--- src/rtl/game_flow_ctrl.sv ---
// Game-flow controller: START/PLAY/LOSE/WIN/PAUSE sequencing with levels, lives,
// hit grace window and a BCD per-level countdown for the 7-segment driver.
module game_flow_ctrl #(
   parameter int CLK_HZ       = 100000000,
   parameter int TIME_LIMIT_S = 60,
   parameter int LIVES        = 3,
   parameter int LEVELS       = 3,
   parameter int GRACE_CYC    = 50000000
) (
   input  logic       clk,
   input  logic       rst,
   input  logic       start,
   input  logic       pause_toggle,
   input  logic       hit,
   input  logic       goal,
   output logic [2:0] state,
   output logic [1:0] state_legacy,
   output logic       run,
   output logic [3:0] level,
   output logic [3:0] lives,
   output logic [3:0] time_tens,
   output logic [3:0] time_ones,
   output logic       sec_tick,
   output logic       grace
);

   localparam logic [2:0] ST_START = 3'd0;
   localparam logic [2:0] ST_PLAY  = 3'd1;
   localparam logic [2:0] ST_LOSE  = 3'd2;
   localparam logic [2:0] ST_WIN   = 3'd3;
   localparam logic [2:0] ST_PAUSE = 3'd4;

   localparam int PW = (CLK_HZ > 1) ? $clog2(CLK_HZ) : 1;
   localparam int GW = $clog2(GRACE_CYC + 1);

   localparam logic [PW-1:0] PRESC_MAX  = PW'(CLK_HZ - 1);
   localparam logic [GW-1:0] GRACE_LOAD = GW'(GRACE_CYC);
   localparam logic [3:0]    LIVES_INIT = 4'(LIVES);
   localparam logic [3:0]    LEVEL_LAST = 4'(LEVELS);
   localparam logic [3:0]    TENS_INIT  = 4'(TIME_LIMIT_S / 10);
   localparam logic [3:0]    ONES_INIT  = 4'(TIME_LIMIT_S % 10);

   logic [2:0]    state_reg, state_next;
   logic [3:0]    level_reg, level_next;
   logic [3:0]    lives_reg, lives_next;
   logic [3:0]    tens_reg, tens_next;
   logic [3:0]    ones_reg, ones_next;
   logic [PW-1:0] presc_reg, presc_next;
   logic [GW-1:0] grace_cnt_reg, grace_cnt_next;
   logic          tick_reg, tick_next;

   logic tick_now;
   logic last_sec;
   logic hit_counted;
   logic hit_lethal;
   logic timeout;
   logic pausing;

   // Saturating BCD decrement of a two-digit seconds value.
   function automatic logic [7:0] bcd_dec(input logic [3:0] t, input logic [3:0] o);
      logic [7:0] r;
      if (o != 4'd0)
         r = {t, o - 4'd1};
      else if (t != 4'd0)
         r = {t - 4'd1, 4'd9};
      else
         r = 8'h00;
      return r;
   endfunction

   assign tick_now    = (presc_reg == PRESC_MAX);
   assign last_sec    = (tens_reg == 4'd0) && (ones_reg == 4'd1);
   assign hit_counted = hit && (grace_cnt_reg == '0);
   assign hit_lethal  = hit_counted && (lives_reg == 4'd1);
   assign timeout     = tick_now && last_sec;
   assign pausing     = pause_toggle && !goal && !hit_lethal && !timeout;

   always_comb begin
      state_next     = state_reg;
      level_next     = level_reg;
      lives_next     = lives_reg;
      tens_next      = tens_reg;
      ones_next      = ones_reg;
      presc_next     = presc_reg;
      grace_cnt_next = grace_cnt_reg;
      tick_next      = 1'b0;

      case (state_reg)
         ST_START: begin
            if (start) begin
               state_next     = ST_PLAY;
               level_next     = 4'd1;
               lives_next     = LIVES_INIT;
               tens_next      = TENS_INIT;
               ones_next      = ONES_INIT;
               presc_next     = '0;
               grace_cnt_next = '0;
            end
         end

         ST_PLAY: begin
            if (goal) begin
               // Goal outranks everything; clearing the last level freezes the clock.
               if (level_reg >= LEVEL_LAST) begin
                  state_next = ST_WIN;
               end else begin
                  level_next     = level_reg + 4'd1;
                  tens_next      = TENS_INIT;
                  ones_next      = ONES_INIT;
                  presc_next     = '0;
                  grace_cnt_next = '0;
               end
            end else begin
               // Entering PAUSE freezes the prescaler and grace window on that same cycle.
               if (!pausing) begin
                  if (tick_now) begin
                     presc_next             = '0;
                     tick_next              = 1'b1;
                     {tens_next, ones_next} = bcd_dec(tens_reg, ones_reg);
                  end else begin
                     presc_next = presc_reg + 1'b1;
                  end
                  if (grace_cnt_reg != '0)
                     grace_cnt_next = grace_cnt_reg - 1'b1;
               end

               if (hit_counted) begin
                  if (hit_lethal) begin
                     lives_next = 4'd0;
                     state_next = ST_LOSE;
                  end else begin
                     lives_next     = lives_reg - 4'd1;
                     grace_cnt_next = GRACE_LOAD;
                  end
               end

               if (timeout)
                  state_next = ST_LOSE;
               else if (pausing)
                  state_next = ST_PAUSE;
            end
         end

         ST_PAUSE: begin
            if (pause_toggle)
               state_next = ST_PLAY;
         end

         ST_LOSE, ST_WIN: begin
            if (start) begin
               state_next     = ST_START;
               level_next     = 4'd1;
               lives_next     = LIVES_INIT;
               tens_next      = TENS_INIT;
               ones_next      = ONES_INIT;
               presc_next     = '0;
               grace_cnt_next = '0;
            end
         end

         default: begin
            state_next = ST_START;
         end
      endcase
   end

   always_ff @(posedge clk or negedge rst) begin
      if (!rst) begin
         state_reg     <= ST_START;
         level_reg     <= 4'd1;
         lives_reg     <= LIVES_INIT;
         tens_reg      <= TENS_INIT;
         ones_reg      <= ONES_INIT;
         presc_reg     <= '0;
         grace_cnt_reg <= '0;
         tick_reg      <= 1'b0;
      end else begin
         state_reg     <= state_next;
         level_reg     <= level_next;
         lives_reg     <= lives_next;
         tens_reg      <= tens_next;
         ones_reg      <= ones_next;
         presc_reg     <= presc_next;
         grace_cnt_reg <= grace_cnt_next;
         tick_reg      <= tick_next;
      end
   end

   assign state        = state_reg;
   assign state_legacy = (state_reg == ST_PAUSE) ? 2'd1 : state_reg[1:0];
   assign run          = (state_reg == ST_PLAY);
   assign level        = level_reg;
   assign lives        = lives_reg;
   assign time_tens    = tens_reg;
   assign time_ones    = ones_reg;
   assign sec_tick     = tick_reg;
   assign grace        = (grace_cnt_reg != '0);

endmodule
--- config.mk ---
export PLATFORM = sky130hd
export DESIGN_NAME = game_flow_ctrl
export DESIGN_NICKNAME = d
export VERILOG_FILES = /design/src/rtl/game_flow_ctrl.sv
export SDC_FILE = /design/constraint.sdc
export NUM_CORES = 1
export LEC_CHECK = 0
export BUFFER_PORTS_ARGS = -buffer_cell sky130_fd_sc_hd__buf_4
export CAP_MARGIN = 15
export CORE_MARGIN = 1
export CORE_UTILIZATION = 35
export CTS_CLUSTER_DIAMETER = 30
export CTS_CLUSTER_SIZE = 16
export DETAILED_ROUTE_END_ITERATION = 8
export SLEW_MARGIN = 20
export SYNTH_ARGS = -nofsm -noshare
export SYNTH_HDL_FRONTEND = slang
export SYNTH_SLANG_ARGS = --single-unit
--- constraint.sdc ---
create_clock -name clk -period 3 [get_ports clk]
set_input_delay 0.3 -clock clk [delete_from_list [all_inputs] [get_ports clk]]
set_output_delay 0.3 -clock clk [all_outputs]
set_load 0.01 [all_outputs]
==> results.rst, run 1 <==
.. list-table::
   :header-rows: 1

   * - Metric
     - Value
   * - Clock latency reported for the late side of the worst-skew pair
     - 340 ps
   * - Number of flops mapped to enable cells by yosys
     - 0
   * - Outcome
     - completed
   * - Overflow left after global routing
     - 0
   * - Largest net degree at the start of global routing
     - 74
   * - Number of flip-flops and latches in the synthesized netlist
     - 73
   * - Average via count per standard cell
     - 5.82
   * - Crit path arrival time
     - 3020 ps
   * - Max FFs per register
     - 27
   * - CTS tree
     - done
   * - Routed Antenna Nets
     - 0
   * - CTS Buffer Depth
     - 2
   * - Placed wire-length estimate after detailed placement
     - 8380 um
   * - Nets
     - 559
   * - Areal power density over the cells
     - 982 nW/um^2
   * - Accumulated negative setup slack
     - 0 ps
   * - Count of final setup violators
     - 0
   * - Buffers on Ports
     - 29
   * - Die area
     - 13,300 um^2
   * - Area of the core
     - 12,300 um^2
   * - Antenna diode instance count
     - 0
   * - Highest net fanout along the worst path
     - 21
   * - Static leakage
     - 2.28 nW
   * - Kind of end point of the critical path
     - register
   * - Slew at the pin closest to its max-slew limit
     - 959 ps
   * - Reg2Reg Setup Slack
     - 210 ps
   * - Number of cells traversed by the worst register-to-register path
     - 8
   * - Global routing usage summed across all routing layers
     - 19.1%
   * - Reg area
     - 1830 um^2
   * - Wire length of the first global-routing pass
     - 19,900 um
   * - Highest clock frequency the design can meet
     - 358 MHz
   * - Area Overhead vs Synth
     - 17.7%
   * - Most common flop cell mapped by yosys
     - sky130_fd_sc_hd__dfrtp_1
   * - Post-route DRC
     - 0
   * - Total number of clock tree sinks
     - 73
   * - Worst setup skew after layout
     - 6.93 ps
   * - Path type of the worst setup path
     - register to register
   * - Number of max-slew violations in the final report
     - 0
   * - Number of core rows
     - 40
   * - Sort of element at the start of the critical path
     - register
   * - Post-Route Hold Slack
     - 106 ps
   * - Post-synthesis net count
     - 527
   * - Clock root buffer
     - sky130_fd_sc_hd__clkbuf_16
   * - First DRT Iteration DRCs
     - 323
   * - Die Span Y
     - 115 um
   * - Initial cell density of the core
     - 36.5%
   * - Start of the worst register-to-register path
     - presc_reg[0]
   * - Capturing point of the worst reg2reg path
     - presc_reg[23]
   * - Die boundary width
     - 115 um
   * - Min cycle time layout
     - 2790 ps
   * - Detailed-route via count
     - 4,168
   * - Total CTS buffers
     - 9
   * - Register clock-pin slew on the reported worst setup and hold paths
     - 60 ps
   * - Cell count after synthesis
     - 511
   * - Number of maximum-capacitance constraint violations
     - 0
   * - Cell variety after synth
     - 69
   * - Average wire per cell in the routed design
     - 16.9 um
   * - # fillers
     - 1,228
   * - Proportion of synthesized flip-flops having asynchronous set or reset
     - 100%
   * - Crit path required time
     - 3230 ps
   * - Beginning of the critical path
     - presc_reg[0]
   * - Detailed Routing Iterations Pass 1
     - 4
   * - Area of combinational cells with multiple inputs
     - 2460 um^2
   * - Routed WL
     - 12,100 um
   * - Final Hold Violating Endpoints
     - 0
   * - Final critical-path setup slack
     - 210 ps
   * - Unrepaired setup endpoints after global routing
     - no
   * - Final critical-path share of the clock period
     - 93.0%
   * - Boundary Pins
     - 30
   * - Share of cells above drive strength 1
     - 16.4%
   * - Via count of the first global-routing pass
     - 3,921
   * - Final weighted congestion of routability-driven global placement
     - 0.888
   * - CTS hold repair buffers
     - 0
   * - Dpl ws
     - 153 ps
   * - Avg Synthesized Cell Area
     - 8.77 um^2
   * - Yosys warning total
     - 0
   * - CP endpoint
     - presc_reg[23]
   * - Class of the most critical hold timing path
     - primary input to async pin
   * - Maximum vdd drop
     - 329 uV
   * - Max H-tree Level
     - 3
   * - Sequential fraction of the synthesis area
     - 40.9%
   * - Syn Std Cell Area
     - 4480 um^2
   * - Slew Limit Headroom
     - 36.1%
   * - Initial antenna violation count
     - 0
worst min-delay path by stage:
stage,cells past startpoint,to,slack (ps)
after floorplan,0,grace_cnt_reg[0],4
after global placement,1,presc_reg[26],460
after detailed placement,1,presc_reg[24],470
after CTS,1,grace_cnt_reg[0],160
after global routing,1,grace_cnt_reg[3],210
final,1,grace_cnt_reg[0],110
kinds of logic after synthesis:
kind of cell / Yosys count / share of synthesized area (%)
AO/OA/AOI/OAI: 163 / 24.9
adder cells (fa/ha/maj): 10 / 2.79
buffers and inverters: 48 / 4.47
flip-flops: 73 / 40.9
multiplexers: 4 / 0.950
AND/OR/NAND/NOR: 213 / 25.9
worst max-delay path, cell delays in order (launching register included):
cell	delay (ps)
sky130_fd_sc_hd__dfrtp_1	390
sky130_fd_sc_hd__ha_1	220
sky130_fd_sc_hd__nand4_1	130
sky130_fd_sc_hd__or4_4	600
sky130_fd_sc_hd__nor3_4	260
sky130_fd_sc_hd__nor3b_4	110
sky130_fd_sc_hd__or3_1	480
sky130_fd_sc_hd__buf_12	210
sky130_fd_sc_hd__o31ai_1	270
power breakdown:
| part | switching, mW | internal (mW) | total (mW) | leakage (nW) |
|---|---|---|---|---|
| sequential | 0.257 | 1.22 | 1.48 | 0.983 |
| combinational | 1.57 | 0.981 | 2.55 | 1.15 |
| clock | 0.431 | 0.711 | 1.14 | 0.151 |
| total | 2.26 | 2.91 | 5.17 | 2.28 |
cell usage in the layout (no fill, tap or decap), types with 18 or more instances in the layout:
| cell type | instances |
|---|---|
| sky130_fd_sc_hd__nor3_1 | 24 |
| sky130_fd_sc_hd__o21ai_0 | 36 |
| sky130_fd_sc_hd__nor2_1 | 29 |
| sky130_fd_sc_hd__inv_1 | 20 |
| sky130_fd_sc_hd__buf_4 | 47 |
| sky130_fd_sc_hd__o31ai_1 | 36 |
| sky130_fd_sc_hd__nand2_1 | 41 |
| sky130_fd_sc_hd__nand3_1 | 26 |
| sky130_fd_sc_hd__dfrtp_1 | 68 |
| sky130_fd_sc_hd__a31oi_1 | 21 |
| sky130_fd_sc_hd__a21oi_1 | 18 |
Yosys cell counts (3+ instances only):
cell / n / share of area (%)
sky130_fd_sc_hd__a21o_1: 6 / 1.0
sky130_fd_sc_hd__a21oi_1: 18 / 2.0
sky130_fd_sc_hd__a31oi_1: 21 / 2.9
sky130_fd_sc_hd__and2_1: 9 / 1.3
sky130_fd_sc_hd__and3_1: 8 / 1.1
sky130_fd_sc_hd__clkbuf_1: 22 / 1.8
sky130_fd_sc_hd__dfrtp_1: 68 / 38
sky130_fd_sc_hd__dfstp_2: 5 / 2.9
sky130_fd_sc_hd__ha_1: 10 / 2.8
sky130_fd_sc_hd__inv_1: 20 / 1.7
sky130_fd_sc_hd__nand2_1: 41 / 3.4
sky130_fd_sc_hd__nand2b_1: 7 / 0.98
sky130_fd_sc_hd__nand3_1: 26 / 2.9
sky130_fd_sc_hd__nand4_1: 6 / 0.84
sky130_fd_sc_hd__nor2_1: 29 / 2.4
sky130_fd_sc_hd__nor2b_1: 7 / 0.98
sky130_fd_sc_hd__nor3_1: 24 / 2.7
sky130_fd_sc_hd__nor4_1: 13 / 1.8
sky130_fd_sc_hd__o211ai_1: 4 / 0.67
sky130_fd_sc_hd__o21ai_0: 36 / 4.0
sky130_fd_sc_hd__o21bai_1: 3 / 0.50
sky130_fd_sc_hd__o22ai_1: 3 / 0.42
sky130_fd_sc_hd__o311ai_0: 4 / 0.78
sky130_fd_sc_hd__o31a_1: 3 / 0.59
sky130_fd_sc_hd__o31ai_1: 36 / 6.0
sky130_fd_sc_hd__o41ai_1: 7 / 1.4
sky130_fd_sc_hd__or2_2: 8 / 1.1
sky130_fd_sc_hd__or3_1: 10 / 1.4
sky130_fd_sc_hd__or4_1: 5 / 0.84
timing repair:
action | CTS | global route
setup buffers | 0 | 2
setup endpoints to repair | 0 | 8
gates resized for setup | 0 | 1
stage by stage:
| step | instance area (um^2) | power, mW | instances | utilization [%] |
|---|---|---|---|---|
| global route | 5270 | 5.53 | 716 | 43.0 |
| CTS | 5250 | 5.17 | 714 | 42.8 |
| global placement | 4930 | 3.98 | 698 | 40.2 |
| finish | 5270 | 5.17 | 716 | 43.0 |
| floorplan | 4480 | 3.17 | 511 | - |
| detailed placement | 4930 | 4.01 | 698 | 40.2 |
routing by layer:
layer  global-route usage, %  vias to the layer above  wire length, um
met5                       0                        -                0
met4                    3.98                        0               93
met3                    3.95                       13              487
met2                    29.9                      100             5530
met1                    27.1                     2041             5960
li1                        -                     2014                -
cell type report:
class                   count  share of cell area, %
flip-flops and latches     73                   34.8
multi-input cells         390                   46.7
well taps                 168                   3.99
clock buffers              12                   5.06
repair buffers             48                   7.08
clock inverters             4                  0.950
inverters                  21                   1.50
Note: power is estimated with default switching activity, not from simulation.
==> run 2, diff against run 1 <==
--- a/config.mk
+++ b/config.mk
@@ -12,7 +12,9 @@
 export CTS_CLUSTER_DIAMETER = 30
 export CTS_CLUSTER_SIZE = 16
 export DETAILED_ROUTE_END_ITERATION = 8
+export MAX_ROUTING_LAYER = met4
 export SLEW_MARGIN = 20
 export SYNTH_ARGS = -nofsm -noshare
 export SYNTH_HDL_FRONTEND = slang
 export SYNTH_SLANG_ARGS = --single-unit
+export TNS_END_PERCENT = 1
==> run 2 against run 1 <==
Effect of this change: worst setup slack got worse by 16 ps; largest cell class unchanged; largest power group unchanged; die area did not move; highest routed layer unchanged; sequential power barely moved; non-clock buffer count fell by 2; combinational power barely moved; clock skew fell by 1.1 ps; via count rose by 0.70%.
==> results.rst, run 2 (synthesized netlist as in run 1, its figures left out) <==
.. list-table::
   :header-rows: 1

   * - Metric
     - Value
   * - Outcome
     - completed (unchanged)
   * - Routed Antenna Nets
     - 0 (unchanged)
   * - CTS Buffer Depth
     - 2 (unchanged)
   * - Average wire per cell in the routed design
     - 16.9 um (about the same)
   * - Kind of end point of the critical path
     - register (unchanged)
   * - Nets
     - 557 (was 559)
   * - CTS hold repair buffers
     - 0 (unchanged)
   * - Share of cells above drive strength 1
     - 16.3% (was 16.4%)
   * - Highest clock frequency the design can meet
     - 356 MHz (was 358 MHz)
   * - Register clock-pin slew on the reported worst setup and hold paths
     - 60 ps (about the same)
   * - Overflow left after global routing
     - 0 (unchanged)
   * - Final Hold Violating Endpoints
     - 0 (unchanged)
   * - Initial antenna violation count
     - 0 (unchanged)
   * - Routed WL
     - 12,000 um (was 12,100 um)
   * - Placed wire-length estimate after detailed placement
     - 8380 um (unchanged)
   * - Average via count per standard cell
     - 5.88 (was 5.82)
   * - Max H-tree Level
     - 3 (unchanged)
   * - Buffers on Ports
     - 29 (unchanged)
   * - Largest net degree at the start of global routing
     - 74 (unchanged)
   * - Most common cell after layout, fill and taps aside
     - sky130_fd_sc_hd__dfrtp_1 (unchanged)
   * - Detailed Routing Iterations Pass 1
     - 5 (was 4)
   * - Die boundary width
     - 115 um (unchanged)
   * - Maximum vdd drop
     - 331 uV (was 329 uV)
   * - Worst setup skew after layout
     - 5.83 ps (was 6.93 ps)
   * - Wire length of the first global-routing pass
     - 20,000 um (was 19,900 um)
   * - Sw Ratio
     - 43.6% (was 43.7%)
   * - Postcts setup bufs
     - 0 (unchanged)
   * - Count of placed standard cells in the final layout, fillers left out
     - 714 (was 716)
   * - Number of maximum-capacitance constraint violations
     - 0 (unchanged)
   * - First DRT Iteration DRCs
     - 298 (was 323)
   * - Final Core Density
     - 42.9% (was 43.0%)
   * - Static leakage
     - 2.27 nW (was 2.28 nW)
   * - Slew at the pin closest to its max-slew limit
     - 937 ps (was 959 ps)
   * - # fillers
     - 1,230 (was 1,228)
   * - Leading cell types in the layout, fill and taps excluded
     - sky130_fd_sc_hd__dfrtp_1, sky130_fd_sc_hd__buf_4, sky130_fd_sc_hd__nand2_1, sky130_fd_sc_hd__o21ai_0, sky130_fd_sc_hd__o31ai_1 (unchanged)
   * - Accumulated negative setup slack
     - 0 ps (unchanged)
   * - CTS tree
     - done (unchanged)
   * - Via count of the first global-routing pass
     - 3,916 (was 3,921)
   * - Class of the most critical hold timing path
     - primary input to async pin (unchanged)
   * - Clock network power share
     - 22.1% (about the same)
   * - Path type of the worst setup path
     - register to register (unchanged)
   * - Capturing point of the worst reg2reg path
     - grace_cnt_reg[13] (was presc_reg[23])
   * - Beginning of the critical path
     - time_tens[0] (was presc_reg[0])
   * - Number of core rows
     - 40 (unchanged)
   * - CP endpoint
     - grace_cnt_reg[13] (was presc_reg[23])
   * - Slew Limit Headroom
     - 37.5% (was 36.1%)
   * - Die Span Y
     - 115 um (unchanged)
   * - Boundary Pins
     - 30 (unchanged)
   * - Sort of element at the start of the critical path
     - register (unchanged)
   * - Fraction of power consumed by sequential logic
     - 28.7% (was 28.6%)
   * - Die area
     - 13,300 um^2 (unchanged)
   * - Highest net fanout along the worst path
     - 7 (was 21)
   * - Crit path required time
     - 3220 ps (was 3230 ps)
   * - Cell-internal power
     - 2.91 mW (about the same)
   * - Area of combinational cells with multiple inputs
     - 2460 um^2 (unchanged)
   * - Combinational share of power
     - 49.3% (about the same)
   * - Reg area
     - 1830 um^2 (about the same)
   * - Number of placed cells counting well taps
     - 698 (unchanged)
   * - Post_cts resized
     - 0 (unchanged)
   * - Max FFs per register
     - 27 (unchanged)
   * - Count of final setup violators
     - 0 (unchanged)
   * - Min cycle time layout
     - 2810 ps (was 2790 ps)
   * - Antenna diode instance count
     - 0 (unchanged)
   * - Final weighted congestion of routability-driven global placement
     - 0.903 (was 0.888)
   * - Total CTS buffers
     - 9 (unchanged)
   * - Post-Route Hold Slack
     - 112 ps (was 106 ps)
   * - Area of the core
     - 12,300 um^2 (unchanged)
   * - Initial cell density of the core
     - 36.5% (unchanged)
   * - Clock latency reported for the late side of the worst-skew pair
     - 340 ps (about the same)
   * - Global routing usage summed across all routing layers
     - 19.7% (was 19.1%)
   * - Number of max-slew violations in the final report
     - 0 (unchanged)
   * - Clock root buffer
     - sky130_fd_sc_hd__clkbuf_16 (unchanged)
   * - Areal power density over the cells
     - 983 nW/um^2 (was 982 nW/um^2)
   * - Reg2Reg Setup Slack
     - 190 ps (was 210 ps)
   * - Net switching power
     - 2.25 mW (was 2.26 mW)
   * - Start of the worst register-to-register path
     - time_tens[0] (was presc_reg[0])
   * - Crit path arrival time
     - 3030 ps (was 3020 ps)
   * - Area Overhead vs Synth
     - 17.3% (was 17.7%)
   * - Unrepaired setup endpoints after global routing
     - no (unchanged)
   * - Number of cells traversed by the worst register-to-register path
     - 9 (was 8)
   * - Final critical-path share of the clock period
     - 93.5% (was 93.0%)
   * - Total number of clock tree sinks
     - 73 (unchanged)
   * - Detailed-route via count
     - 4,197 (was 4,168)
   * - Post-route DRC
     - 0 (unchanged)
-- run 2: cell type report --
cell class,count,area share (%)
Clock inverter,4,0.952
Tap cell,168,4.00
Timing Repair Buffer,46,6.81
Inverter,21,1.50
Sequential cell,73,34.9
Multi-Input combinational cell,390,46.8
Clock buffer,12,5.07
-- run 2: routing by layer --
metal | GRT usage [%] | vias up | routed length, um
li1 | - | 2010 | -
met1 | 27.0 | 2065 | 5800
met2 | 30.1 | 111 | 5520
met3 | 3.90 | 11 | 608
met4 | 3.98 | 0 | 117
met5 | - | - | 0
-- run 2: worst max-delay path: stages, from the launching register on --
cell and delay [ps]:
sky130_fd_sc_hd__dfrtp_1 410, sky130_fd_sc_hd__inv_1 70, sky130_fd_sc_hd__ha_1 180, sky130_fd_sc_hd__nor3b_1 190, sky130_fd_sc_hd__buf_4 160, sky130_fd_sc_hd__nand3_1 230
sky130_fd_sc_hd__o31ai_4 480, sky130_fd_sc_hd__nand3_2 190, sky130_fd_sc_hd__or4_1 420, sky130_fd_sc_hd__a311o_1 360
-- run 2: stage by stage --
step,worst slack (ps),total power [mW],area [um^2]
finish,194,5.17,5260
global route,0.943,5.53,5260
CTS,126,5.17,5250
detailed placement,153,4.01,4930
global placement,251,3.98,4930
floorplan,301,3.17,4480
-- run 2: power groups by stage --
| stage | Sequential, mW | Combinational, mW | Clock, mW |
|---|---|---|---|
| final | 1.48 | 2.54 | 1.14 |
| after floorplan | 1.45 | 1.72 | 0 |
| after global placement | 1.47 | 2.50 | 0 |
| after CTS | 1.47 | 2.54 | 1.16 |
| after global routing | 1.51 | 2.82 | 1.20 |
| after detailed placement | 1.49 | 2.53 | 0 |
-- run 2: how the worst min path moves through the flow --
stage                             start               end  slack, ps  cells after the start
after global placement    presc_reg[26]     presc_reg[26]        460                      1
after detailed placement  presc_reg[24]     presc_reg[24]        470                      1
after global routing                rst  grace_cnt_reg[3]        220                      1
after floorplan                     rst  grace_cnt_reg[0]          4                      0
final                               rst  grace_cnt_reg[0]        110                      1
after CTS                           rst  grace_cnt_reg[0]        160                      1
==> run 3, diff against run 2 <==
--- a/config.mk
+++ b/config.mk
@@ -9,6 +9,7 @@
 export CAP_MARGIN = 15
 export CORE_MARGIN = 1
 export CORE_UTILIZATION = 35
+export CTS_BUF_LIST = sky130_fd_sc_hd__clkbuf_8
 export CTS_CLUSTER_DIAMETER = 30
 export CTS_CLUSTER_SIZE = 16
 export DETAILED_ROUTE_END_ITERATION = 8
==> run 3 against run 2 <==
Effect of this change: non-clock buffer count unchanged; clock skew is 1.0 ps higher; final cell count unchanged; clock power is 26% lower; largest cell class unchanged; global-route usage is essentially flat; highest routed layer unchanged; critical path type unchanged; first-iteration DRC count grew 19%; sequential share of layout area rose by 0.65 points; via count unchanged; worst hold slack worse by 28 ps; sequential power barely moved.
==> results.rst, run 3 (synthesized netlist as in run 1, its figures left out) <==
.. list-table::
   :header-rows: 1

   * - Metric
     - Value
   * - Global Route met2 Usage
     - 29.6% (was 30.1%)
   * - CTS tree
     - done (unchanged)
   * - Antenna diode instance count
     - 0 (unchanged)
   * - Beginning of the critical path
     - presc_reg[17] (was time_tens[0])
   * - Post-route DRC
     - 0 (unchanged)
   * - Outcome
     - completed (unchanged)
   * - Area of the core
     - 12,300 um^2 (unchanged)
   * - Final weighted congestion of routability-driven global placement
     - 0.903 (unchanged)
   * - Accumulated negative setup slack
     - 0 ps (unchanged)
   * - Average via count per standard cell
     - 5.88 (unchanged)
   * - Count of final setup violators
     - 0 (unchanged)
   * - Sort of element at the start of the critical path
     - register (unchanged)
   * - Final critical-path setup slack
     - 200 ps (was 194 ps)
   * - Clock latency reported for the late side of the worst-skew pair
     - 360 ps (was 340 ps)
   * - Start of the worst register-to-register path
     - presc_reg[17] (was time_tens[0])
   * - # fillers
     - 1,244 (was 1,230)
   * - Overflow left after global routing
     - 0 (unchanged)
   * - Number of cells traversed by the worst register-to-register path
     - 6 (was 9)
   * - Path type of the worst setup path
     - register to register (unchanged)
   * - Maximum vdd drop
     - 347 uV (was 331 uV)
   * - Routed Antenna Nets
     - 0 (unchanged)
   * - Crit path required time
     - 3240 ps (was 3220 ps)
   * - Number of max-slew violations in the final report
     - 0 (unchanged)
   * - Crit path arrival time
     - 3040 ps (was 3030 ps)
   * - CP endpoint
     - grace_cnt_reg[13] (unchanged)
   * - Most common cell after layout, fill and taps aside
     - sky130_fd_sc_hd__dfrtp_1 (unchanged)
   * - Highest clock frequency the design can meet
     - 357 MHz (was 356 MHz)
   * - CTS Buffer Depth
     - 2 (unchanged)
   * - Die Span Y
     - 115 um (unchanged)
   * - Boundary Pins
     - 30 (unchanged)
   * - Critical-path top delay cell
     - sky130_fd_sc_hd__o31ai_4 (unchanged)
   * - Number of maximum-capacitance constraint violations
     - 0 (unchanged)
   * - Largest net degree at the start of global routing
     - 74 (unchanged)
   * - Delay-heaviest family, CP
     - simple AND/OR/NAND/NOR gates (unchanged)
   * - Final critical-path share of the clock period
     - 93.3% (was 93.5%)
   * - Wire length of the first global-routing pass
     - 20,000 um (about the same)
   * - Met1 Usage GRT
     - 27.3% (was 27.0%)
   * - Post-Route Hold Slack
     - 84.8 ps (was 112 ps)
   * - Highest net fanout along the worst path
     - 7 (unchanged)
   * - Die boundary width
     - 115 um (unchanged)
   * - Final Hold Violating Endpoints
     - 0 (unchanged)
   * - Static leakage
     - 2.23 nW (was 2.27 nW)
   * - Dpl ws
     - 153 ps (unchanged)
   * - Areal power density over the cells
     - 946 nW/um^2 (was 983 nW/um^2)
   * - Unrepaired setup endpoints after global routing
     - no (unchanged)
   * - Met3 Use GR
     - 3.90% (unchanged)
   * - First DRT Iteration DRCs
     - 356 (was 298)
   * - Initial cell density of the core
     - 36.5% (unchanged)
   * - Highest-utilization routing layer at the global route stage
     - met2 (unchanged)
   * - Delay of the slowest cell on the worst path
     - 520 ps (was 480 ps)
   * - Area Overhead vs Synth
     - 15.2% (was 17.3%)
   * - Detailed-route via count
     - 4,197 (unchanged)
   * - Total number of cells along the worst setup path
     - 6 (was 9)
   * - Detailed Routing Iterations Pass 1
     - 5 (unchanged)
   * - Max FFs per register
     - 27 (unchanged)
   * - Count of placed standard cells in the final layout, fillers left out
     - 714 (unchanged)
   * - Total CTS buffers
     - 9 (unchanged)
   * - Reg2Reg Setup Slack
     - 200 ps (was 190 ps)
   * - Placed wire-length estimate after detailed placement
     - 8380 um (unchanged)
   * - CTS hold repair buffers
     - 0 (unchanged)
   * - Number of placed cells counting well taps
     - 698 (unchanged)
   * - Number of core rows
     - 40 (unchanged)
   * - Slew at the pin closest to its max-slew limit
     - 942 ps (was 937 ps)
   * - Class of the most critical hold timing path
     - primary input to async pin (unchanged)
   * - Die area
     - 13,300 um^2 (unchanged)
   * - Min cycle time layout
     - 2800 ps (was 2810 ps)
   * - Worst setup skew after layout
     - 6.88 ps (was 5.83 ps)
   * - Register clock-pin slew on the reported worst setup and hold paths
     - 80 ps (was 60 ps)
   * - Global routing usage summed across all routing layers
     - 19.6% (was 19.7%)
   * - Capturing point of the worst reg2reg path
     - grace_cnt_reg[13] (unchanged)
   * - Kind of end point of the critical path
     - register (unchanged)
   * - Clock root buffer
     - sky130_fd_sc_hd__clkbuf_8 (was sky130_fd_sc_hd__clkbuf_16)
   * - Routed WL
     - 12,100 um (was 12,000 um)
   * - Bufs and invs on worst path
     - 0 (was 2)
   * - Total number of clock tree sinks
     - 73 (unchanged)
   * - Initial antenna violation count
     - 0 (unchanged)
   * - Nets
     - 557 (unchanged)
   * - Average wire per cell in the routed design
     - 16.9 um (about the same)
   * - Buffers on Ports
     - 29 (unchanged)
   * - Leading cell types in the layout, fill and taps excluded
     - sky130_fd_sc_hd__dfrtp_1, sky130_fd_sc_hd__buf_4, sky130_fd_sc_hd__nand2_1, sky130_fd_sc_hd__o21ai_0, sky130_fd_sc_hd__o31ai_1 (unchanged)
   * - Cells along the critical path
     - nor4_1 -> nand4_1 -> o31ai_4 -> nand3_2 -> or4_1 -> a311o_1 (was inv_1 -> ha_1 -> nor3b_1 -> buf_4 -> nand3_1 -> o31ai_4 -> nand3_2 -> or4_1 -> a311o_1)
   * - Via count of the first global-routing pass
     - 3,925 (was 3,916)
   * - Total power consumption of the routed design
     - 4.88 mW (was 5.17 mW)
   * - Max H-tree Level
     - 3 (unchanged)
   * - Share of cells above drive strength 1
     - 16.5% (was 16.3%)
   * - Slew Limit Headroom
     - 37.2% (was 37.5%)
[run 3: cell counts in the layout (fill, tap and decap cells not counted)]
No cell type changed its count.
[run 3: cell type report]
type / count / area, um^2 / share of cell area, %
multi-input cells: 390 / 2460 / 47.7
flip-flops and latches: 73 / 1830 / 35.5
repair buffers: 46 / 358 / 6.94
well taps: 168 / 210 / 4.07
clock buffers: 12 / 165 / 3.20
inverters: 21 / 78.8 / 1.53
clock inverters: 4 / 50.0 / 0.970
[run 3: worst reg2reg max path: cells and delay by family (launching register included)]
family             cells  cell delay, ps
AOI/OAI and AO/OA      2             880
and+or+nand+nor        4            1380
DFF                    1             420
[run 3: worst min path at each step]
stage | startpoint | end | slack [ps] | depth (start not counted)
2_1_floorplan | rst | grace_cnt_reg[0] | 4 | 0
3_3_place_gp | presc_reg[26] | presc_reg[26] | 460 | 1
3_5_place_dp | presc_reg[24] | presc_reg[24] | 470 | 1
4_1_cts | rst | grace_cnt_reg[22] | 120 | 1
5_1_grt | rst | grace_cnt_reg[0] | 160 | 1
6_report | rst | grace_cnt_reg[0] | 80 | 1
[run 3: timing repair]
action                     in CTS  in global routing
hold endpoints to repair        0                  0
setup endpoints to repair       0                  9
resized for setup               0                  3
buffers inserted                0                  0
[run 3: per-layer routing]
| metal | vias up | share of wire, % |
|---|---|---|
| met4 | 0 | 0.61 |
| li1 | 2017 | - |
| met1 | 2076 | 49 |
| met2 | 98 | 46 |
| met3 | 6 | 4.5 |
| met5 | - | 0 |
[run 3: power by group]
part | total, mW | internal (mW) | switching [mW]
Combinational | 2.56 | 0.980 | 1.58
Sequential | 1.48 | 1.22 | 0.257
Clock | 0.843 | 0.451 | 0.392
[run 3: through the flow]
stage	cell area, um^2	util (%)
finish	5160	42.1
global route	5160	42.1
CTS	5150	42.0
detailed placement	4930	40.2
global placement	4930	40.2
floorplan	4480	-
